## config.mk

```make
export PLATFORM = sky130hd
export DESIGN_NAME = aes_key_schedule_ctrl_flat
export DESIGN_NICKNAME = d
export VERILOG_FILES = /design/src/rtl/aes_pkg.sv /design/src/rtl/aes_key_schedule_ctrl_if.sv /design/src/rtl/aes_roundkey_rf.sv /design/src/rtl/aes_key_schedule_ctrl.sv /design/src/flat_wrapper.sv
export SDC_FILE = /design/constraint.sdc
export NUM_CORES = 2
export LEC_CHECK = 0
export ABC_AREA = 1
export BUFFER_PORTS_ARGS = -buffer_cell sky130_fd_sc_hd__buf_4
export CAP_MARGIN = 10
export CELL_PAD_IN_SITES_DETAIL_PLACEMENT = 0
export CELL_PAD_IN_SITES_GLOBAL_PLACEMENT = 1
export CORE_ASPECT_RATIO = 2
export CORE_UTILIZATION = 43
export CTS_BUF_LIST = sky130_fd_sc_hd__clkbuf_4 sky130_fd_sc_hd__clkbuf_8 sky130_fd_sc_hd__clkbuf_16
export DETAILED_ROUTE_END_ITERATION = 16
export GPL_TIMING_DRIVEN = 1
export PLACE_DENSITY_LB_ADDON = 0.15
export SYNTH_ARGS = -nofsm -noshare
export SYNTH_HDL_FRONTEND = slang
export SYNTH_SLANG_ARGS = --single-unit
```

## constraint.sdc

```tcl
create_clock -name clk_i -period 2.2 [get_ports clk_i]
set_input_delay 0.22 -clock clk_i [delete_from_list [all_inputs] [get_ports clk_i]]
set_output_delay 0.22 -clock clk_i [all_outputs]
set_load 0.1 [all_outputs]
```

## src/rtl/aes_pkg.sv

```systemverilog
// Shared AES key-schedule definitions: key/word types, round count,
// GF(2^8) xtime helper and the key-schedule controller state type.
package aes_pkg;

  typedef logic [127:0] aes_key_t;
  typedef logic [31:0]  aes_word_t;

  localparam int unsigned AES128_ROUNDS = 10;

  typedef enum logic [2:0] {
    ST_IDLE  = 3'd0,
    ST_LOAD  = 3'd1,
    ST_ISSUE = 3'd2,
    ST_WAIT  = 3'd3,
    ST_STORE = 3'd4,
    ST_DONE  = 3'd5,
    ST_ERR   = 3'd6
  } aes_ks_state_e;

  // Multiply by x in GF(2^8) modulo x^8+x^4+x^3+x+1.
  function automatic logic [7:0] xtime(input logic [7:0] b);
    return {b[6:0], 1'b0} ^ (b[7] ? 8'h1B : 8'h00);
  endfunction

endpackage

```

## src/rtl/aes_key_schedule_ctrl_if.sv

```systemverilog
// Bus between the key-schedule controller and the G-function/XOR round-key unit.
//  unit_en_o   : controller -> unit, request active
//  unit_word_o : controller -> unit, w3 of the previous round key
//  unit_key_o  : controller -> unit, previous round key
//  unit_rcon_o : controller -> unit, round constant
//  unit_done_i : unit -> controller, result valid pulse
//  unit_key_i  : unit -> controller, new round key
interface aes_key_schedule_ctrl_if;
  import aes_pkg::*;

  logic       unit_en_o;
  aes_word_t  unit_word_o;
  aes_key_t   unit_key_o;
  logic [7:0] unit_rcon_o;
  logic       unit_done_i;
  aes_key_t   unit_key_i;

  modport master (
    output unit_en_o, unit_word_o, unit_key_o, unit_rcon_o,
    input  unit_done_i, unit_key_i
  );

  modport slave (
    input  unit_en_o, unit_word_o, unit_key_o, unit_rcon_o,
    output unit_done_i, unit_key_i
  );
endinterface

```

## src/rtl/aes_roundkey_rf.sv

```systemverilog
// Round-key register file: NUM_KEYS x 128 bits.
//  clk_i/rst_i : clock, synchronous active-high clear of all entries
//  we_i, waddr_i, wdata_i : synchronous write port
//  raddr_i, rdata_o       : asynchronous read port, '0 for out-of-range index
module aes_roundkey_rf
  import aes_pkg::*;
#(
  parameter int unsigned NUM_KEYS = AES128_ROUNDS + 1
) (
  input  logic       clk_i,
  input  logic       rst_i,
  input  logic       we_i,
  input  logic [3:0] waddr_i,
  input  aes_key_t   wdata_i,
  input  logic [3:0] raddr_i,
  output aes_key_t   rdata_o
);

  aes_key_t mem [NUM_KEYS];

  always_ff @(posedge clk_i) begin
    if (rst_i) begin
      mem <= '{default: '0};
    end else if (we_i && (32'(waddr_i) < NUM_KEYS)) begin
      mem[waddr_i] <= wdata_i;
    end
  end

  always_comb begin
    rdata_o = '0;
    if (32'(raddr_i) < NUM_KEYS) begin
      rdata_o = mem[raddr_i];
    end
  end

endmodule

```

## src/rtl/aes_key_schedule_ctrl.sv

```systemverilog
// AES-128 key-expansion sequencer. Latches the cipher key, drives the
// round-key unit one round at a time with the round constant, stores all
// NUM_ROUNDS+1 round keys and serves them on an asynchronous read port.
//  clk_i, rst_i       : clock, synchronous active-high reset
//  start_i, key_i     : expansion request (accepted in IDLE only) and key
//  busy_o, done_o     : expansion in progress / 1-cycle completion pulse
//  err_o              : sticky unit timeout flag, cleared by next accepted start
//  rd_idx_i, rd_key_o : round-key read port ('0 beyond NUM_ROUNDS)
//  unit               : request/response bus to the round-key unit
module aes_key_schedule_ctrl
  import aes_pkg::*;
#(
  parameter int unsigned NUM_ROUNDS  = AES128_ROUNDS,
  parameter int unsigned TIMEOUT_CYC = 64
) (
  input  logic       clk_i,
  input  logic       rst_i,
  input  logic       start_i,
  input  aes_key_t   key_i,
  output logic       busy_o,
  output logic       done_o,
  output logic       err_o,
  input  logic [3:0] rd_idx_i,
  output aes_key_t   rd_key_o,
  aes_key_schedule_ctrl_if.master unit
);

  localparam int unsigned CTR_W = $clog2(TIMEOUT_CYC + 1);

  aes_ks_state_e    state_q;
  logic [3:0]       round_q;
  logic [7:0]       rcon_q;
  logic [CTR_W-1:0] ctr_q;
  logic             err_q;
  // Holds the previous round key: the cipher key after acceptance, then each
  // unit result. It doubles as the store holding register and as the unit
  // operand source, so the register file needs only the external read port.
  aes_key_t         prev_q;

  logic             rf_we;
  logic [3:0]       rf_waddr;

  always_ff @(posedge clk_i) begin
    if (rst_i) begin
      state_q <= ST_IDLE;
      round_q <= 4'd1;
      rcon_q  <= 8'h01;
      ctr_q   <= '0;
      err_q   <= 1'b0;
      prev_q  <= '0;
    end else begin
      unique case (state_q)
        ST_IDLE: begin
          if (start_i) begin
            prev_q  <= key_i;
            state_q <= ST_LOAD;
          end
        end
        ST_LOAD: begin
          err_q   <= 1'b0;
          round_q <= 4'd1;
          rcon_q  <= 8'h01;
          state_q <= ST_ISSUE;
        end
        ST_ISSUE: begin
          ctr_q   <= '0;
          state_q <= ST_WAIT;
        end
        ST_WAIT: begin
          ctr_q <= ctr_q + CTR_W'(1);
          // A response in the expiry cycle still counts.
          if (unit.unit_done_i) begin
            prev_q  <= unit.unit_key_i;
            state_q <= ST_STORE;
          end else if (ctr_q == CTR_W'(TIMEOUT_CYC - 1)) begin
            state_q <= ST_ERR;
          end
        end
        ST_STORE: begin
          rcon_q <= xtime(rcon_q);
          if (round_q == 4'(NUM_ROUNDS)) begin
            state_q <= ST_DONE;
          end else begin
            round_q <= round_q + 4'd1;
            state_q <= ST_ISSUE;
          end
        end
        ST_DONE: begin
          state_q <= ST_IDLE;
        end
        ST_ERR: begin
          err_q   <= 1'b1;
          state_q <= ST_IDLE;
        end
        default: begin
          state_q <= ST_IDLE;
        end
      endcase
    end
  end

  always_comb begin
    rf_we    = (state_q == ST_LOAD) || (state_q == ST_STORE);
    rf_waddr = (state_q == ST_LOAD) ? 4'd0 : round_q;
  end

  aes_roundkey_rf #(
    .NUM_KEYS(NUM_ROUNDS + 1)
  ) u_rf (
    .clk_i   (clk_i),
    .rst_i   (rst_i),
    .we_i    (rf_we),
    .waddr_i (rf_waddr),
    .wdata_i (prev_q),
    .raddr_i (rd_idx_i),
    .rdata_o (rd_key_o)
  );

  assign busy_o           = (state_q != ST_IDLE);
  assign done_o           = (state_q == ST_DONE);
  assign err_o            = err_q;
  assign unit.unit_en_o   = (state_q == ST_ISSUE) || (state_q == ST_WAIT);
  assign unit.unit_key_o  = prev_q;
  assign unit.unit_word_o = prev_q[31:0];
  assign unit.unit_rcon_o = rcon_q;

endmodule

```

## src/flat_wrapper.sv

```systemverilog
// flat-port wrapper written by rule: the top's interface ports become plain ports
module aes_key_schedule_ctrl_flat import aes_pkg::*;
#(
  parameter int unsigned NUM_ROUNDS  = AES128_ROUNDS,
  parameter int unsigned TIMEOUT_CYC = 64
)
  (clk_i, rst_i, start_i, key_i, busy_o, done_o, err_o, rd_idx_i, rd_key_o, unit_unit_en_o, unit_unit_word_o, unit_unit_key_o, unit_unit_rcon_o, unit_unit_done_i, unit_unit_key_i);
  aes_key_schedule_ctrl_if unit_i ();
  input  logic clk_i;
  input  logic rst_i;
  input  logic start_i;
  input  aes_key_t key_i;
  output logic busy_o;
  output logic done_o;
  output logic err_o;
  input  logic [3:0] rd_idx_i;
  output aes_key_t rd_key_o;
  output wire logic [$bits(unit_i.unit_en_o)-1:0] unit_unit_en_o;
  output wire logic [$bits(unit_i.unit_word_o)-1:0] unit_unit_word_o;
  output wire logic [$bits(unit_i.unit_key_o)-1:0] unit_unit_key_o;
  output wire logic [$bits(unit_i.unit_rcon_o)-1:0] unit_unit_rcon_o;
  input wire logic [$bits(unit_i.unit_done_i)-1:0] unit_unit_done_i;
  input wire logic [$bits(unit_i.unit_key_i)-1:0] unit_unit_key_i;
  assign unit_unit_en_o = unit_i.unit_en_o;
  assign unit_unit_word_o = unit_i.unit_word_o;
  assign unit_unit_key_o = unit_i.unit_key_o;
  assign unit_unit_rcon_o = unit_i.unit_rcon_o;
  assign unit_i.unit_done_i = unit_unit_done_i;
  assign unit_i.unit_key_i = unit_unit_key_i;
  aes_key_schedule_ctrl #(.NUM_ROUNDS(NUM_ROUNDS), .TIMEOUT_CYC(TIMEOUT_CYC)) u_core (.clk_i(clk_i), .rst_i(rst_i), .start_i(start_i), .key_i(key_i), .busy_o(busy_o), .done_o(done_o), .err_o(err_o), .rd_idx_i(rd_idx_i), .rd_key_o(rd_key_o), .unit(unit_i));
endmodule
```

==> impl_metrics.csv <==
group,metric,value,unit
detailed_routing,post_drt_wl_per_cell,18.5,microns
grt,grt_max_degree,121,
timing,fin_worst_skew,0.0338,ns
synth,yosysMostFrequentCell,"nand2_1",
layout,layout.cells.non_filler,14700,
worst_setup_path,slowest_delay,0.31,ns
clock_network,htreeDepth,4,
synth,synth_area,73400,sq um
synth,synthArstFlopShare,0,%
synth,synth_seq_area_share,42.5,%
worst_setup_path,startpoint_type,"flip-flop",
synth,synth_top_area_cell,"dfxtp_1",
synth,yosysTopAreaCellShare,42.5,%
placed_design,dp_hpwl,170000,microns
pwr,p_leak,40.2,nW
detailed_routing,dr.first_iter.drc_count,4223,
worst_setup_path,cp_slowest_cell,"dfxtp_1",
detailed_routing,vias,74300,
detailed_routing,totalWireLength,271000,microns
clock_network,cts-root-buf,"clkbuf_16",
timing,fin_crit,2.26,ns
timing,layout_setup_ws,-0.0604,ns
synth,synth_common_cells,"4021 x nand2_1, 3822 x nor2_1, 1559 x dfxtp_1",
grt,track_usage,29.9,%
timing,setup_violations,17,
placed_design,place.gp.congestion,0.843,
worst_setup_path,path_cells,"or2_2, nand2_2, nand4_1, nand3_2, o21ai_4, buf_12",
worst_hold_path,hold_path.class,"in -> reg",
layout,fin_nets,12500,
worst_setup_path,crit_buf_inv,1,
timing,hold_viol,0,
synth,ys_seq_elements,1559,
floorplan,row_count,214,
floorplan,fp.coreArea,170000,sq um
timing,drv_slew,0,
timing,period_share,103,%
clock_network,clock_latency,0.81,ns
timing,rsz0062_at_grt,"true",
detailed_routing,antenna_left,0,
worst_setup_path,crit_required,1.98,ns
synth,synthesis.instances,11800,
status,failed_checks,"setup timing",
floorplan,io_pins,564,
grt,grt_pass1_vias,71000,
clock_network,cts.clk_slew.worst_paths,0.07,ns
detailed_routing,drc,0,
layout,drive_gt1_share,16.6,%
clock_network,numCtsBuffers,157,
pwr,powerDensity,809,nW/um^2
synth,yosysUniqueCellTypes,30,
placed_design,dp_cells,14100,
timing,worst_slew_pin_slew,0.755,ns
synth,ys_top_cells_by_area,"dfxtp_1 42%, nand2_1 21%, nor2_1 20%, nand3_1 2.7%, clkbuf_1 2.2%",
timing,holdWs,0.262,ns
worst_setup_path,crit_family,"simple AND/OR/NAND/NOR gates",
detailed_routing,drtPass1Iterations,8,
detailed_routing,avgViaCountPerCell,5.07,
timing,timing.fmax,0.442,GHz
grt,grt_antenna_before_repair,1,
floorplan,die_y,586,microns
floorplan,design.die.area,173000,sq um
flow_run,drv_cap,0,
placed_design,pre_cts_slack,-0.0168,ns
layout,post-route-util,55.8,%
synth,synth_flop_cell,"dfxtp_1",
floorplan,die_width,294,microns
synth,synth_area_per_cell,6.23,sq um
grt,grt_overflow,0,
floorplan,initial_utilization,43.3,%
worst_setup_path,cp-end-kind,"output pin",
layout,syn_to_final_growth,29.0,%
clock_network,clock_path_buffers,4,
layout,fill_cells,16600,
grt,grt_pass1_wl,405000,microns
synth,synth_edf_count,0,
placed_design,port_buffers,563,
pwr,max-vdd-ir-drop,0.568,mV
clock_network,cts_tree,"yes",
worst_setup_path,cp_max_fo,2,
timing,max_slew_margin,49.6,%
worst_setup_path,crit_type,"reg -> out",
synth,synth_nets,12100,
worst_setup_path,cp.arrival,2.04,ns
clock_network,cts.sinks,1559,
status,run_status,"complete, but fails checks",
synth,synth-warning-count,0,
[metrics by stage]
stage                     power, mW  cell area [sq um]  setup TNS [ns]
after floorplan                42.8              74800          -11.84
after global placement         48.2              83200         -0.0370
after detailed placement       48.3              83200         -0.0199
after global routing           79.5              94700           -3.71
after CTS                      77.0              93600           -1.51
final                          76.6              94700          -0.467
[cell usage in the layout, fill, tap and decap left out, types with 26 or more instances in the layout]
cell type	Yosys	final
nor2_2	1	53
or2_4	0	97
nand2_1	4021	3935
nand3_1	396	270
nand4_1	223	223
clkbuf_8	0	31
nand3_2	1	118
dfxtp_1	1559	1371
nand2_4	0	26
o21ai_4	0	127
clkbuf_4	0	33
dlygate4sd3_1	0	259
dfxtp_2	0	188
nand3b_1	38	38
or2_2	128	31
inv_1	152	148
buf_12	0	324
a2bb2oi_1	127	112
o21ai_0	303	152
clkbuf_16	0	169
nor2_1	3822	3759
nand2_2	2	62
buf_4	165	680
[registers in the layout, summed over array words and instances, names as in the netlist]
name and count:
u_core.unit.unit_rcon_o 8, u_core.unit.unit_key_o 128, u_core.u_rf.mem 1408, u_core.state_q 3, u_core.err_o 1, u_core.round_q 4
u_core.ctr_q 7
[path summary, 6_finish.rpt]
path / cells past startpoint / slack (ns) / to / from
setup reg to reg: 13 / 0.03 / u_core.u_rf.mem[740]$_SDFFE_PP0P_ / u_core.state_q[0]$_SDFFE_PP0P_
setup / recovery: 6 / -0.06 / rd_key_o[82] / u_core.u_rf.mem[722]$_SDFFE_PP0P_
hold / removal: 6 / 0.26 / u_core.unit.unit_key_o[29]$_SDFFE_PP0P_ / unit_unit_key_i[29]
hold reg to reg: 2 / 0.47 / u_core.u_rf.mem[758]$_SDFFE_PP0P_ / u_core.u_rf.mem[758]$_SDFFE_PP0P_
[worst reg2reg max path, delay by kind of cell (launching register included)]
kind                   cells  cell delay [ns]
DFF                        1             0.35
and+or+nand+nor            7             0.69
buffers and inverters      6             1.03
[power by group]
part / total (mW) / internal [mW] / switching [mW]
Sequential: 30.0 / 29.4 / 0.606
Combinational: 19.1 / 5.50 / 13.6
Clock: 27.5 / 15.8 / 11.8
Total: 76.6 / 50.6 / 26.0
[metal layers]
layer  vias up  routed length, microns  track usage [%]
li1      37000                       -                -
met1     34900                  101000             31.9
met2      1844                  144000             57.6
met3       598                   10200             2.67
met4         0                   16000             15.5
met5         -                       0                0
[cells by family (layout without fill, tap and decap cells)]
| kind of cell | Yosys count | in the layout | synth area share (%) |
|---|---|---|---|
| AOI/OAI and AO/OA | 454 | 454 | 3.75 |
| xor gates and xnor gates | 2 | 2 | 0.0239 |
| adders and majority gates | 3 | 3 | 0.0511 |
| buffers and inverters | 1137 | 1720 | 7.34 |
| DFF | 1559 | 1559 | 42.5 |
| other | 0 | 1 | 0 |
| and+or+nand+nor | 8643 | 8643 | 46.3 |
[final cells by class]
class | instances | area, sq um | area share, %
Antenna cell | 1 | 2.50 | 0.00264
Clock buffer | 223 | 4650 | 4.91
Clock inverter | 41 | 465 | 0.491
Inverter | 158 | 646 | 0.682
Multi-Input combinational cell | 9102 | 39900 | 42.1
Sequential cell | 1559 | 31400 | 33.2
Tap cell | 2268 | 2840 | 3.00
Timing Repair Buffer | 1298 | 14800 | 15.6
[what timing repair did]
| action | CTS | global route |
|---|---|---|
| hold endpoints to repair | 144 | 0 |
| gates resized for setup | 761 | 252 |
| setup buffers | 2 | 20 |
| setup endpoints to repair | 129 | 541 |
| hold buffers | 259 | 0 |
| pin swaps | 196 | 185 |
| cloned | 0 | 10 |
No activity file was read; power rests on OpenSTA's default activity.
